**src/rtl/crc_pkg.sv**
```systemverilog
// Shared constants and state encoding for the SRAM/CRC job sequencer.
package crc_pkg;

    localparam logic [3:0]  CRC_TYPE_32 = 4'hF;
    localparam logic [3:0]  CRC_TYPE_16 = 4'h0;
    localparam logic [31:0] CRC16_MASK  = 32'h0000FFFF;

    typedef enum logic [1:0] {
        IDLE  = 2'd0,
        ISSUE = 2'd1,
        RESP  = 2'd2
    } crc_seq_state_t;

endpackage

```
**src/rtl/crc_seq_ctrl.sv**
```systemverilog
// Walks a descriptor's SRAM words through the CRC engine, chaining each result
// into the next word's init, and returns the final CRC on a valid/ready port.
//
// state | meaning
// IDLE  | ready for a descriptor; validates and latches it on handshake
// ISSUE | engine pins held for ENG_LAT cycles per word, result chained into acc
// RESP  | rsp_valid high, result held until rsp_ready
module crc_seq_ctrl
    import crc_pkg::*;
#(
    parameter int DATA_WIDTH  = 32,
    parameter int ADDR_WIDTH  = 11,
    parameter int ADDR_STRIDE = 4,
    parameter int LEN_WIDTH   = 10,
    parameter int ENG_LAT     = 1
) (
    input  logic                  clk,
    input  logic                  rst_n,
    input  logic                  req_valid,
    output logic                  req_ready,
    input  logic [ADDR_WIDTH-1:0] req_addr,
    input  logic [LEN_WIDTH-1:0]  req_len,
    input  logic [3:0]            req_type,
    input  logic [DATA_WIDTH-1:0] req_init,
    output logic                  rsp_valid,
    input  logic                  rsp_ready,
    output logic [DATA_WIDTH-1:0] rsp_crc,
    output logic                  rsp_err,
    output logic                  busy,
    output logic                  eng_write_en,
    output logic [ADDR_WIDTH-1:0] eng_address,
    output logic [3:0]            eng_crc_type,
    output logic [DATA_WIDTH-1:0] eng_init,
    input  logic [DATA_WIDTH-1:0] eng_crc_out
);

    localparam int EXT_W = ADDR_WIDTH + LEN_WIDTH + 1;
    localparam int LAT_W = (ENG_LAT > 1) ? $clog2(ENG_LAT) : 1;

    crc_seq_state_t        state;
    logic [ADDR_WIDTH-1:0] cur_addr;
    logic [DATA_WIDTH-1:0] acc;
    logic [3:0]            type_q;
    logic [LEN_WIDTH-1:0]  remaining;
    logic [LAT_W-1:0]      lat_cnt;
    logic [DATA_WIDTH-1:0] rsp_crc_q;
    logic                  rsp_err_q;

    logic [EXT_W-1:0]      end_addr;
    logic                  req_bad;
    logic [DATA_WIDTH-1:0] crc_masked;
    logic                  lat_done;

    function automatic logic [DATA_WIDTH-1:0] type_mask(input logic [3:0] t);
        return (t == CRC_TYPE_16) ? DATA_WIDTH'(CRC16_MASK) : '1;
    endfunction

    // Last-word address is formed wide enough that it can never wrap.
    always_comb begin
        end_addr = EXT_W'(req_addr)
                 + EXT_W'(req_len - LEN_WIDTH'(1)) * EXT_W'(ADDR_STRIDE);
        req_bad  = (req_len == '0)
                 || ((req_type != CRC_TYPE_32) && (req_type != CRC_TYPE_16))
                 || ((req_addr % ADDR_WIDTH'(ADDR_STRIDE)) != '0)
                 || (end_addr > EXT_W'({ADDR_WIDTH{1'b1}}));
    end

    assign crc_masked = eng_crc_out & type_mask(type_q);
    assign lat_done   = (lat_cnt == '0);

    always_ff @(posedge clk or negedge rst_n) begin
        if (!rst_n) begin
            state     <= IDLE;
            cur_addr  <= '0;
            acc       <= '0;
            type_q    <= '0;
            remaining <= '0;
            lat_cnt   <= '0;
            rsp_crc_q <= '0;
            rsp_err_q <= 1'b0;
        end else begin
            case (state)
                IDLE: begin
                    if (req_valid) begin
                        if (req_bad) begin
                            // Engine pins are left untouched on a reject.
                            rsp_crc_q <= req_init & type_mask(req_type);
                            rsp_err_q <= 1'b1;
                            state     <= RESP;
                        end else begin
                            cur_addr  <= req_addr;
                            acc       <= req_init;
                            type_q    <= req_type;
                            remaining <= req_len;
                            lat_cnt   <= LAT_W'(ENG_LAT - 1);
                            state     <= ISSUE;
                        end
                    end
                end
                ISSUE: begin
                    if (lat_done) begin
                        acc       <= crc_masked;
                        remaining <= remaining - LEN_WIDTH'(1);
                        cur_addr  <= cur_addr + ADDR_WIDTH'(ADDR_STRIDE);
                        lat_cnt   <= LAT_W'(ENG_LAT - 1);
                        if (remaining == LEN_WIDTH'(1)) begin
                            rsp_crc_q <= crc_masked;
                            rsp_err_q <= 1'b0;
                            state     <= RESP;
                        end
                    end else begin
                        lat_cnt <= lat_cnt - LAT_W'(1);
                    end
                end
                RESP: begin
                    if (rsp_ready) begin
                        state <= IDLE;
                    end
                end
                default: state <= IDLE;
            endcase
        end
    end

    assign req_ready    = (state == IDLE);
    assign busy         = (state != IDLE);
    assign rsp_valid    = (state == RESP);
    assign rsp_crc      = rsp_crc_q;
    assign rsp_err      = rsp_err_q;
    assign eng_write_en = 1'b1;
    assign eng_address  = cur_addr;
    assign eng_init     = acc;
    assign eng_crc_type = type_q;

endmodule

```
**config.mk**
```make
export PLATFORM = sky130hd
export DESIGN_NAME = crc_seq_ctrl
export DESIGN_NICKNAME = d
export VERILOG_FILES = /design/src/rtl/crc_pkg.sv /design/src/rtl/crc_seq_ctrl.sv
export SDC_FILE = /design/constraint.sdc
export NUM_CORES = 1
export LEC_CHECK = 0
export CAP_MARGIN = 20
export CORE_MARGIN = 3
export CORE_UTILIZATION = 46
export DETAILED_ROUTE_END_ITERATION = 8
export PLACE_DENSITY = 0.83
export SLEW_MARGIN = 20
export SYNTH_ARGS = -nofsm -noshare
export SYNTH_HDL_FRONTEND = slang
export SYNTH_SLANG_ARGS = --single-unit
export TNS_END_PERCENT = 30
```
**constraint.sdc**
```tcl
create_clock -name clk -period 3.25 [get_ports clk]
set_input_delay 0.65 -clock clk [delete_from_list [all_inputs] [get_ports clk]]
set_output_delay 0.65 -clock clk [all_outputs]
set_load 0.01 [all_outputs]
```
## Yosys cells after proc, flatten, opt, wreduce, memory -nomap -nowiden

Cells that the tools add are included.

| cells by class | value |
|---|---|
| muxes and demuxes | 34 |
| reduce and logical (&&, ||, !) cells | 17 |
| bitwise gates (word level) | 3 |
| magnitude comparators | 1 |
| add/subtract/negate cells | 5 |
| eq/ne operators | 10 |

Operators by type and width:

| kind | count |
|---|---|
| $mux W32 | 9 |
| $pmux W32 S2 | 2 |
| $and A32 B32 Y32 | 2 |
| $mux W11 | 3 |
| $mux W10 | 3 |
| $gt A22 B11 Y1 const B | 1 |
| $pmux W11 S2 | 1 |
| $pmux W10 S2 | 1 |
| $add A12 B13 Y14 | 1 |
| $add A11 B3 Y11 const B | 1 |
| $reduce_bool A11 Y1 | 1 |
| $sub A10 B1 Y11 const B | 1 |
| $eq A10 B1 Y1 const B | 1 |
| $logic_not A10 Y1 | 1 |
| $mux W2 | 5 |
| $sub A10 B1 Y10 const B | 1 |
| $logic_not A4 Y1 | 2 |
| $ne A2 B2 Y1 const B | 4 |
| $reduce_and A4 Y1 | 2 |
| $mux W1 | 7 |
| $pmux W2 S3 | 1 |
| $reduce_and A3 Y1 | 2 |
| $reduce_and A5 Y1 | 1 |
| $ne A2 B1 Y1 const B | 2 |
| 11 further kinds | 15 |

| storage, ports and cells | value |
|---|---|
| input bits | 93 |
| output and inout port bits | 84 |
| register bits after elaboration | 93 |
| logic and storage cells | 78 |

## Depth between registers and ports, before layout

Gate-level depths: netlist of the first run.

| depth | value |
|---|---|
| depth after elaboration | 8 |
| depth in mapped cells | 15 |
| gate-level depth less buffers | 12 |

## Worst setup path after synthesis of the first run

OpenSTA, ideal clock, no wires.

| timing | value |
|---|---|
| path kind | input -> register |
| from | input req_len[5] |
| to | register rsp_crc_q[20] (netlist: rsp_crc[20]) |
| library setup time | 0.125 ns |
| slack | -0.370 ns |
| data arrival time | 3.495 ns |
| stages on the path | 11 |
| cells stage by stage | or4_4 > or3_1 > xnor2_1 > ha_1 > a2111oi_0 > o311ai_1 > o31ai_4 > or2_1 > buf_6 > buf_6 > mux2_2 |

| on the way | value |
|---|---|
| cells in the longest elaborated chain, start to end | 6 |
| elaborated cells on any way between the ends | 9 |

RTL lines:

| item | RTL line | text |
|---|---|---|
| from (decl) | crc_seq_ctrl.sv:22 | `input logic [LEN_WIDTH-1:0] req_len,` |
| $sub A10 B1 Y11 / $logic_not A10 Y1 (equally long branches) | crc_seq_ctrl.sv:61, crc_seq_ctrl.sv:62 |  |
| $add A12 B13 Y14 / $logic_or A1 B1 Y1 (equally long branches) | crc_seq_ctrl.sv:61, crc_seq_ctrl.sv:63 |  |
| $gt A22 B11 Y1 / $logic_or A1 B1 Y1 (equally long branches) | crc_seq_ctrl.sv:65, crc_seq_ctrl.sv:64 |  |
| $logic_or A1 B1 Y1 (*) | crc_seq_ctrl.sv:65 | `\|\| (end_addr > EXT_W'({ADDR_WIDTH{1'b1}}));` |
| $ne A2 B1 Y1 (no source line) (*) | -- |  |
| $reduce_and A5 Y1 (no source line) (*) | -- |  |
| to (signal assigned) | crc_seq_ctrl.sv:87 | `rsp_crc_q <= req_init & type_mask(req_type);` |
| to (signal assigned) | crc_seq_ctrl.sv:107 | `rsp_crc_q <= crc_masked;` |
| to (decl) | crc_seq_ctrl.sv:46 | `logic [DATA_WIDTH-1:0] rsp_crc_q;` |

Every way passes the cells marked *; elsewhere a longest branch is shown, timed or not.
A chain may end at the register's enable or synchronous reset.

## Worst setup path after layout of the first run

| timing | value |
|---|---|
| from | input req_len[5] |
| to | register remaining[3] |

| on the way | value |
|---|---|
| cells in the longest elaborated chain, start to end | 6 |
| elaborated cells on any way between the ends | 9 |

RTL lines:

| item | RTL line | text |
|---|---|---|
| $sub A10 B1 Y11 / $logic_not A10 Y1 (equally long branches) | crc_seq_ctrl.sv:61, crc_seq_ctrl.sv:62 |  |
| $add A12 B13 Y14 / $logic_or A1 B1 Y1 (equally long branches) | crc_seq_ctrl.sv:61, crc_seq_ctrl.sv:63 |  |
| $gt A22 B11 Y1 / $logic_or A1 B1 Y1 (equally long branches) | crc_seq_ctrl.sv:65, crc_seq_ctrl.sv:64 |  |
| $logic_or A1 B1 Y1 (*) | crc_seq_ctrl.sv:65 |  |
| $ne A2 B2 Y1 (no source line) (*) | -- |  |
| $reduce_and A4 Y1 (no source line) (*) | -- |  |
| to (signal assigned) | crc_seq_ctrl.sv:94 | `remaining <= req_len;` |
| to (signal assigned) | crc_seq_ctrl.sv:103 | `remaining <= remaining - LEN_WIDTH'(1);` |
| to (decl) | crc_seq_ctrl.sv:44 | `logic [LEN_WIDTH-1:0] remaining;` |

Marked as above.

==> flow_summary.json, run 1 <==
{
  "run_status": "finished with violations",
  "violations": "setup timing",
  "yosys_warnings": 0,
  "fin_ws_ns": -0.0168,
  "wl_um": 18000,
  "place.port_buffers": 175,
  "worst_setup_path_startpoint": "req_len[5]",
  "synth_flop_cell": "sky130_fd_sc_hd__dfrtp_1",
  "worst_clock_skew_ns": 0.0147,
  "synth_area_um2": 4990,
  "holdBufCountCts": 0,
  "globalRouteMet3Util_pct": 4.48,
  "post-place-ws_ns": -0.894,
  "tritoncts": "yes",
  "drv_cap": 0,
  "post_route_ant_nets": 0,
  "finalWeightedCongestion": 0.969,
  "proportion_of_layout_cells_with_a_drive_suffix_above_1_pct": 20.7,
  "cts_sinks": 92,
  "via_per_inst": 6.17,
  "synth_seq_cells": 92,
  "via_count_of_the_first_global_routing_pass": 5369,
  "cts_buffers": 9,
  "num_antenna_cells": 0,
  "grt_usage_pct": 28.7,
  "gr-max-usage-layer": "met2",
  "routed-via-count": 5322,
  "grt_antenna_before_repair": 0,
  "tightest_slew_ns": 0.744,
  "setup.worst_path.class": "in -> reg",
  "synthesis.nets": 618,
  "synth_enable_flop_cells": 0,
  "power.static_leakage_nw": 3.30,
  "asyncSetResetFlopFracSynth_pct": 100,
  "fin_tns_setup_ns": -0.0420,
  "dp_hpwl_um": 12300,
  "final_setup_violating_endpoints": 6,
  "grt_pass1_wl_um": 27000,
  "cts_max_path_buffers": 2,
  "insertion_delay_ns": 0.36,
  "worst-endpoint-arrival_ns": 3.51,
  "maxSlewViolCount": 0,
  "global_route.overflow_total": 0,
  "groute.layer.met2.usage_pct": 48.4,
  "startpoint_class_of_the_critical_path": "primary input",
  "worst_endpoint_required_time_ns": 3.49,
  "post-route-period-util_pct": 101,
  "crit_path_end": "remaining[3]$_DFFE_PN0P_",
  "worst_setup_path_end_kind": "register",
  "met1_usage_pct": 37.0,
  "flow.area_growth_from_synthesis_pct": 58.6,
  "period_minus_slack_ns": 3.27,
  "die_area_um2": 12100,
  "max_slew_headroom_pct": 50.4,
  "reg2reg_depth": 7,
  "width_of_the_die_um": 110,
  "unique_cell_type_count_in_the_yosys_netlist": 57,
  "starting_density_pct": 47.9,
  "detail_route.first_pass.iterations": 7,
  "max_freq_mhz": 306,
  "core-area_um2": 10400,
  "type_of_the_most_critical_hold_path": "in -> async",
  "route.detailed.drc": 0,
  "h_tree_levels": 3,
  "clk_pin_slew_worst_paths_ns": 0.10,
  "num_rows": 37,
  "ff2ff_setup_slack_ns": 0.76,
  "detail_route.wl_per_cell_um": 20.9,
  "syn-mean-instance-area_um2": 9.78,
  "vert_die_dim_um": 110,
  "rsz0062_at_grt": "yes",
  "num_io_pins": 177,
  "clockRootBuffer": "sky130_fd_sc_hd__clkbuf_8",
  "postSynthCellCount": 510,
  "timing_hold_violations_final": 0,
  "finalNetCount": 830,
  "critical_path.max_fanout": 12,
  "grt_max_degree": 61,
  "power-per-cell-area_nw_per_um2": 550,
  "initial_detailed_routing_violation_count": 524,
  "final_design_utilization_pct": 76.0,
  "worst_r2r_startpoint": "remaining[6]$_DFFE_PN0P_",
  "max-vdd-ir-drop_mv": 0.359,
  "synth.yosys.seq_area_share_pct": 46.1,
  "worst_r2r_endpoint": "rsp_crc[21]$_DFFE_PN0P_"
}
per-stage QoR:
step	instances	instance area [um^2]	total power, W	hold WS, ns
final	862	7910	0.00436	0.347
after global routing	862	7910	0.00457	0.391
after CTS	862	7700	0.00427	0.361
after detailed placement	840	7320	0.00333	0.475
after global placement	840	7320	0.00329	0.474
after floorplan	510	5100	0.00233	0.354
how the worst min path moves through the flow:
stage	start	to	slack [ns]	depth (start not counted)
finish	rst_n	eng_init[15]$_DFFE_PN0P_	0.35	1
global route	rst_n	rsp_crc[10]$_DFFE_PN0P_	0.39	1
CTS	rst_n	eng_init[15]$_DFFE_PN0P_	0.36	1
detailed placement	rsp_crc[1]$_DFFE_PN0P_	rsp_crc[1]$_DFFE_PN0P_	0.48	1
global placement	remaining[7]$_DFFE_PN0P_	remaining[7]$_DFFE_PN0P_	0.47	1
floorplan	rst_n	eng_address[0]$_DFFE_PN0P_	0.35	0
cells by family after synthesis:
| group | count (synthesis) | synth area share, % |
|---|---|---|
| muxes | 21 | 4.72 |
| xor gates and xnor gates | 6 | 1.05 |
| buffers and inverters | 49 | 4.51 |
| other | 1 | 0.0752 |
| DFF | 92 | 46.2 |
| adders and majority gates | 15 | 3.91 |
| and+or+nand+nor | 126 | 11.9 |
| AOI/OAI and AO/OA | 200 | 27.7 |
Yosys cell counts (7+ instances only):
library cell | instances | area, um^2
sky130_fd_sc_hd__o211ai_1 | 7 | 52.6
sky130_fd_sc_hd__nand3_1 | 8 | 40.0
sky130_fd_sc_hd__nand2_1 | 52 | 195
sky130_fd_sc_hd__dfrtp_1 | 92 | 2300
sky130_fd_sc_hd__a22oi_1 | 20 | 150
sky130_fd_sc_hd__nor2_1 | 25 | 93.8
sky130_fd_sc_hd__a21oi_1 | 66 | 330
sky130_fd_sc_hd__inv_1 | 12 | 45.0
sky130_fd_sc_hd__a31oi_1 | 17 | 106
sky130_fd_sc_hd__o21ai_0 | 10 | 50.1
sky130_fd_sc_hd__o2bb2ai_1 | 20 | 175
sky130_fd_sc_hd__a32o_1 | 16 | 160
sky130_fd_sc_hd__clkbuf_1 | 24 | 90.1
sky130_fd_sc_hd__a21boi_0 | 16 | 120
sky130_fd_sc_hd__ha_1 | 14 | 175
sky130_fd_sc_hd__mux2_2 | 19 | 214
layer usage:
layer | share of wire, % | up-vias
met4 | 3.1 | 0
met3 | 6.7 | 59
met2 | 50 | 331
li1 | - | 2334
met1 | 40 | 2598
met5 | 0 | -
sequential cells by signal, indices dropped and copies added, names as in the netlist:
signal and flops:
eng_address 11, eng_crc_type 4, eng_init 32, remaining 10, rsp_crc 32, rsp_err 1, state 2
timing repair:
item / CTS / global route
endpoints found under the setup margin: 92 / 80
setup buffers: 5 / 0
gates cloned: 2 / 1
pin swaps: 14 / 17
hold endpoints to repair: 0 / 0
gates resized for setup: 50 / 36
worst max-delay path, cell delays in order:
cell and delay [ns]:
sky130_fd_sc_hd__buf_6 0.09, sky130_fd_sc_hd__or4_4 0.55, sky130_fd_sc_hd__or3_4 0.36, sky130_fd_sc_hd__xnor2_2 0.16
sky130_fd_sc_hd__ha_4 0.27, sky130_fd_sc_hd__o211ai_1 0.12, sky130_fd_sc_hd__a211oi_2 0.25, sky130_fd_sc_hd__a21boi_4 0.11
sky130_fd_sc_hd__buf_6 0.15, sky130_fd_sc_hd__o21ai_4 0.23, sky130_fd_sc_hd__buf_6 0.15, sky130_fd_sc_hd__buf_8 0.13
sky130_fd_sc_hd__nand3_1 0.12, sky130_fd_sc_hd__o2bb2ai_2 0.17
power breakdown:
| group | switching, W | internal, W |
|---|---|---|
| Clock | 0.000401 | 0.000494 |
| Combinational | 0.000751 | 0.00101 |
| Sequential | 0.000247 | 0.00146 |
| Total | 0.00140 | 0.00296 |
cell type report:
cell class / count / area, um^2
clock buffer: 12 / 165
clock inverter: 3 / 68.8
fill: 688 / 2500
inverter: 12 / 50.0
multi-input combinational: 369 / 2820
sequential: 92 / 2300
tap: 136 / 170
timing repair buffer: 238 / 2340
cells in the final DEF, fill, tap and decap left out, types with 3 or more instances in the layout:
cell | synthesis | routed
sky130_fd_sc_hd__and3_1 | 5 | 5
sky130_fd_sc_hd__a21boi_0 | 16 | 16
sky130_fd_sc_hd__a31oi_1 | 17 | 14
sky130_fd_sc_hd__buf_2 | 6 | 4
sky130_fd_sc_hd__nor3_1 | 6 | 6
sky130_fd_sc_hd__ha_1 | 14 | 10
sky130_fd_sc_hd__a22oi_1 | 20 | 20
sky130_fd_sc_hd__mux2_4 | 0 | 20
sky130_fd_sc_hd__buf_6 | 4 | 9
sky130_fd_sc_hd__nand2b_1 | 4 | 4
sky130_fd_sc_hd__a211oi_1 | 3 | 3
sky130_fd_sc_hd__nor2_1 | 25 | 21
sky130_fd_sc_hd__dfrtp_1 | 92 | 92
sky130_fd_sc_hd__inv_1 | 12 | 10
sky130_fd_sc_hd__nand2_1 | 52 | 50
sky130_fd_sc_hd__a32o_1 | 16 | 16
sky130_fd_sc_hd__o22ai_1 | 6 | 6
sky130_fd_sc_hd__buf_4 | 1 | 49
sky130_fd_sc_hd__nor2_4 | 0 | 3
sky130_fd_sc_hd__ha_4 | 0 | 4
sky130_fd_sc_hd__buf_12 | 0 | 4
sky130_fd_sc_hd__clkbuf_8 | 0 | 12
sky130_fd_sc_hd__o2bb2ai_2 | 0 | 6
sky130_fd_sc_hd__nand3_1 | 8 | 7
sky130_fd_sc_hd__o31ai_1 | 3 | 3
sky130_fd_sc_hd__or2_2 | 3 | 3
sky130_fd_sc_hd__a21oi_1 | 66 | 66
sky130_fd_sc_hd__o21ai_0 | 10 | 7
sky130_fd_sc_hd__o2bb2ai_1 | 20 | 14
sky130_fd_sc_hd__clkdlybuf4s50_1 | 0 | 166
sky130_fd_sc_hd__o211ai_1 | 7 | 7
sky130_fd_sc_hd__nand4_1 | 5 | 5
No activity file was read; power rests on OpenSTA's default activity.
==> run 2, diff against run 1 <==
--- a/config.mk
+++ b/config.mk
@@ -8,6 +8,7 @@
 export CAP_MARGIN = 20
 export CORE_MARGIN = 3
 export CORE_UTILIZATION = 46
+export CTS_CLUSTER_DIAMETER = 150
 export DETAILED_ROUTE_END_ITERATION = 8
 export PLACE_DENSITY = 0.83
 export SLEW_MARGIN = 20
==> results of run 2 <==
The final DEF is identical to that of run 1; final timing and power are the same.
==> run 3, diff against run 2 <==
--- a/config.mk
+++ b/config.mk
@@ -5,9 +5,11 @@
 export SDC_FILE = /design/constraint.sdc
 export NUM_CORES = 1
 export LEC_CHECK = 0
+export ABC_AREA = 1
 export CAP_MARGIN = 20
 export CORE_MARGIN = 3
-export CORE_UTILIZATION = 46
+export CORE_UTILIZATION = 47
+export CTS_BUF_LIST = sky130_fd_sc_hd__clkbuf_8
 export CTS_CLUSTER_DIAMETER = 150
 export DETAILED_ROUTE_END_ITERATION = 8
 export PLACE_DENSITY = 0.83
==> constraint.sdc (replaced) <==
create_clock -name clk -period 3.25 [get_ports clk]
set_input_delay 0.65 -clock clk [delete_from_list [all_inputs] [get_ports clk]]
set_output_delay 0.65 -clock clk [all_outputs]
set_load 0.005 [all_outputs]
==> run 3 against run 2 <==
Against the previous run: the flow now finishes without violations; cell count rose by 16%; die area increased by 2.1%; non-clock buffer count down 41; global-route usage is 2.8 points lower; first-iteration DRC count is 11% lower; sequential cell count is the same; largest cell class unchanged; largest power group unchanged.
==> flow_summary.json, run 3 <==
{
  "fin_cells": 999,
  "max-vdd-ir-drop_mv": 0.417,
  "final_setup_violating_endpoints": 0,
  "asyncSetResetFlopFracSynth_pct": 100,
  "grt_antenna_before_repair": 0,
  "type_of_the_most_critical_hold_path": "in -> async",
  "yosys_warnings": 0,
  "delay_of_the_slowest_critical_path_stage_ns": 0.45,
  "max_freq_mhz": 322,
  "proportion_of_layout_cells_with_a_drive_suffix_above_1_pct": 7.42,
  "run_status": "complete, no violations",
  "synth_flop_cell": "sky130_fd_sc_hd__dfrtp_1",
  "initial_detailed_routing_violation_count": 467,
  "worst_clock_skew_ns": 0.0136,
  "via_count_of_the_first_global_routing_pass": 5461,
  "finalNetCount": 966,
  "synth_seq_cells": 92,
  "via_per_inst": 5.30,
  "tritoncts": "yes",
  "place.port_buffers": 175,
  "width_of_the_die_um": 111,
  "clockRootBuffer": "sky130_fd_sc_hd__clkbuf_8",
  "power-per-cell-area_nw_per_um2": 767,
  "synth_enable_flop_cells": 0,
  "synth.top_cells.by_count": "240 x sky130_fd_sc_hd__nand2_1, 92 x sky130_fd_sc_hd__dfrtp_1, 80 x sky130_fd_sc_hd__nand3_1, 56 x sky130_fd_sc_hd__inv_1, 50 x sky130_fd_sc_hd__o21ai_0",
  "synthDominantCellAreaShare_pct": 44.2,
  "worstPathBufferInverterCount": 3,
  "critical-path-top-cell-by-count": "sky130_fd_sc_hd__nand2_1",
  "setup.worst_path.class": "in -> reg",
  "finalWeightedCongestion": 0.906,
  "startpoint_class_of_the_critical_path": "primary input",
  "dp_hpwl_um": 12000,
  "max_slew_headroom_pct": 62.0,
  "synth_area_um2": 5210,
  "timing_hold_violations_final": 0,
  "routed-via-count": 5299,
  "layout.filler_cells": 853,
  "route.detailed.drc": 0,
  "cts_buffers": 9,
  "synth.yosys.seq_area_share_pct": 44.2,
  "critical_path.max_fanout": 20,
  "power.static_leakage_nw": 3.63,
  "groute.layer.met2.usage_pct": 44.3,
  "insertion_delay_ns": 0.36,
  "tightest_slew_ns": 0.569,
  "num_io_pins": 177,
  "vert_die_dim_um": 111,
  "syn-mean-instance-area_um2": 7.63,
  "starting_density_pct": 49.4,
  "post-route-period-util_pct": 95.5,
  "drv_cap": 0,
  "maxSlewViolCount": 0,
  "cp_slowest_cell": "sky130_fd_sc_hd__clkdlybuf4s50_1",
  "layout_common_cells": "240 x sky130_fd_sc_hd__nand2_1, 174 x sky130_fd_sc_hd__clkdlybuf4s50_1, 92 x sky130_fd_sc_hd__dfrtp_1, 79 x sky130_fd_sc_hd__nand3_1, 56 x sky130_fd_sc_hd__inv_1",
  "grt_max_degree": 45,
  "fin_total_pwr_w": 0.00569,
  "unique_cell_type_count_in_the_yosys_netlist": 36,
  "worst-endpoint-arrival_ns": 3.35,
  "grt_usage_pct": 25.9,
  "final_design_utilization_pct": 70.2,
  "synth_area_leader_cell": "sky130_fd_sc_hd__dfrtp_1",
  "critPathTopFamily": "simple AND/OR/NAND/NOR gates",
  "dp.cells": 983,
  "period_minus_slack_ns": 3.10,
  "grt_pass1_wl_um": 26300,
  "cts_sinks": 92,
  "postSynthCellCount": 683,
  "cell_chain_of_the_critical_path": "clkdlybuf4s50_1, inv_1, ha_4, nand3_2, xor2_1, ha_1, nand2_1, nor2_1, nand2_1, nand2_1, nand2_1, nor2_2, nor2_2, nand2_2, nand2_4, nand2_4, nand2_2, buf_12, nand2_1, nand2_1",
  "h_tree_levels": 3,
  "wl_um": 16000,
  "flow.area_growth_from_synthesis_pct": 42.2,
  "fin_ws_ns": 0.147,
  "cts_setup_buffers": 0,
  "global_route.overflow_total": 0,
  "worst_endpoint_required_time_ns": 3.49,
  "hold_ws_ns": 0.210,
  "die_area_um2": 12400,
  "gr-max-usage-layer": "met2",
  "post-place-ws_ns": -0.254,
  "ys_top_cells_by_area": "sky130_fd_sc_hd__dfrtp_1 44%, sky130_fd_sc_hd__nand2_1 17%, sky130_fd_sc_hd__nand3_1 7.7%, sky130_fd_sc_hd__o21ai_0 4.8%, sky130_fd_sc_hd__inv_1 4.0%",
  "mostFrequentLayoutCell": "sky130_fd_sc_hd__nand2_1",
  "cts_max_path_buffers": 2,
  "clk_pin_slew_worst_paths_ns": 0.10,
  "num_rows": 37,
  "core-area_um2": 10600,
  "num_antenna_cells": 0,
  "post_route_ant_nets": 0,
  "detail_route.first_pass.iterations": 6,
  "rsz0062_at_grt": "no",
  "globalRouteMet3Util_pct": 5.08,
  "yosys.cell_count.top_type": "sky130_fd_sc_hd__nand2_1",
  "synthesis.nets": 791,
  "met1_usage_pct": 32.2,
  "worst_setup_path_end_kind": "register",
  "detail_route.wl_per_cell_um": 16.0
}
[run 3: final timing paths]
check / startpoint / end / slack [ns] / cells past startpoint
worst max-delay path: req_len[0] / rsp_crc[23]$_DFFE_PN0P_ / 0.15 / 20
worst min-delay path: rst_n / rsp_crc[10]$_DFFE_PN0P_ / 0.21 / 1
worst max register to register: state[1]$_DFFE_PN0P_ / rsp_crc[23]$_DFFE_PN0P_ / 0.97 / 8
worst min register to register: rsp_crc[12]$_DFFE_PN0P_ / rsp_crc[12]$_DFFE_PN0P_ / 0.48 / 2
max in group asynchronous: rst_n / rsp_crc[16]$_DFFE_PN0P_ / 2.27 / 2
min in group clk: rsp_crc[12]$_DFFE_PN0P_ / rsp_crc[12]$_DFFE_PN0P_ / 0.48 / 2
[run 3: area by class of cell]
cell class	instances	area, um^2	area share [%]
clock buffer	10	138	1.86
tap	136	170	2.30
inverter	57	214	2.89
multi-input combinational	501	2550	34.4
sequential	92	2300	31.1
clock inverter	6	71.3	0.962
timing repair buffer	197	1960	26.5
[run 3: routing by layer]
layer	vias up	wire, um
li1	2528	-
met1	2511	6620
met2	228	7890
met3	32	982
met4	0	473
met5	-	0
[run 3: timing repair]
action	in CTS	in global routing
resized for setup	0	6
endpoints found under the hold margin	0	0
setup endpoints to repair	0	86
hold buffers	0	0
[run 3: through the flow]
stage / setup TNS, ns / cell area (um^2)
6_report: 0 / 7410
5_1_grt: 0 / 7410
4_1_cts: 0 / 7380
3_5_place_dp: -18.71 / 7170
3_3_place_gp: -4.33 / 7170
2_1_floorplan: 0 / 5210
[run 3: power breakdown]
part	switching [W]	internal, W	leakage (nW)
sequential	0.000376	0.00166	1.15
combinational	0.00137	0.00145	2.37
clock	0.000438	0.000385	0.105
[run 3: kinds of logic (layout without fill, tap and decap cells)]
| family | after synthesis | count (layout) | synth area share [%] |
|---|---|---|---|
| compound gates | 83 | 83 | 8.88 |
| xor+xnor | 16 | 16 | 2.69 |
| fa+ha+maj | 15 | 15 | 3.74 |
| buf+inv | 90 | 270 | 7.59 |
| flops | 92 | 92 | 44.2 |
| mux | 7 | 7 | 1.34 |
| other cells | 1 | 1 | 0.0719 |
| simple gates | 379 | 379 | 31.5 |
[run 3: worst reg2reg max path, delay by kind of cell (launching register included)]
family                 cells  cell delay (ns)
buffers and inverters      3             0.92
DFF                        1             0.44
and+or+nand+nor            5             0.80
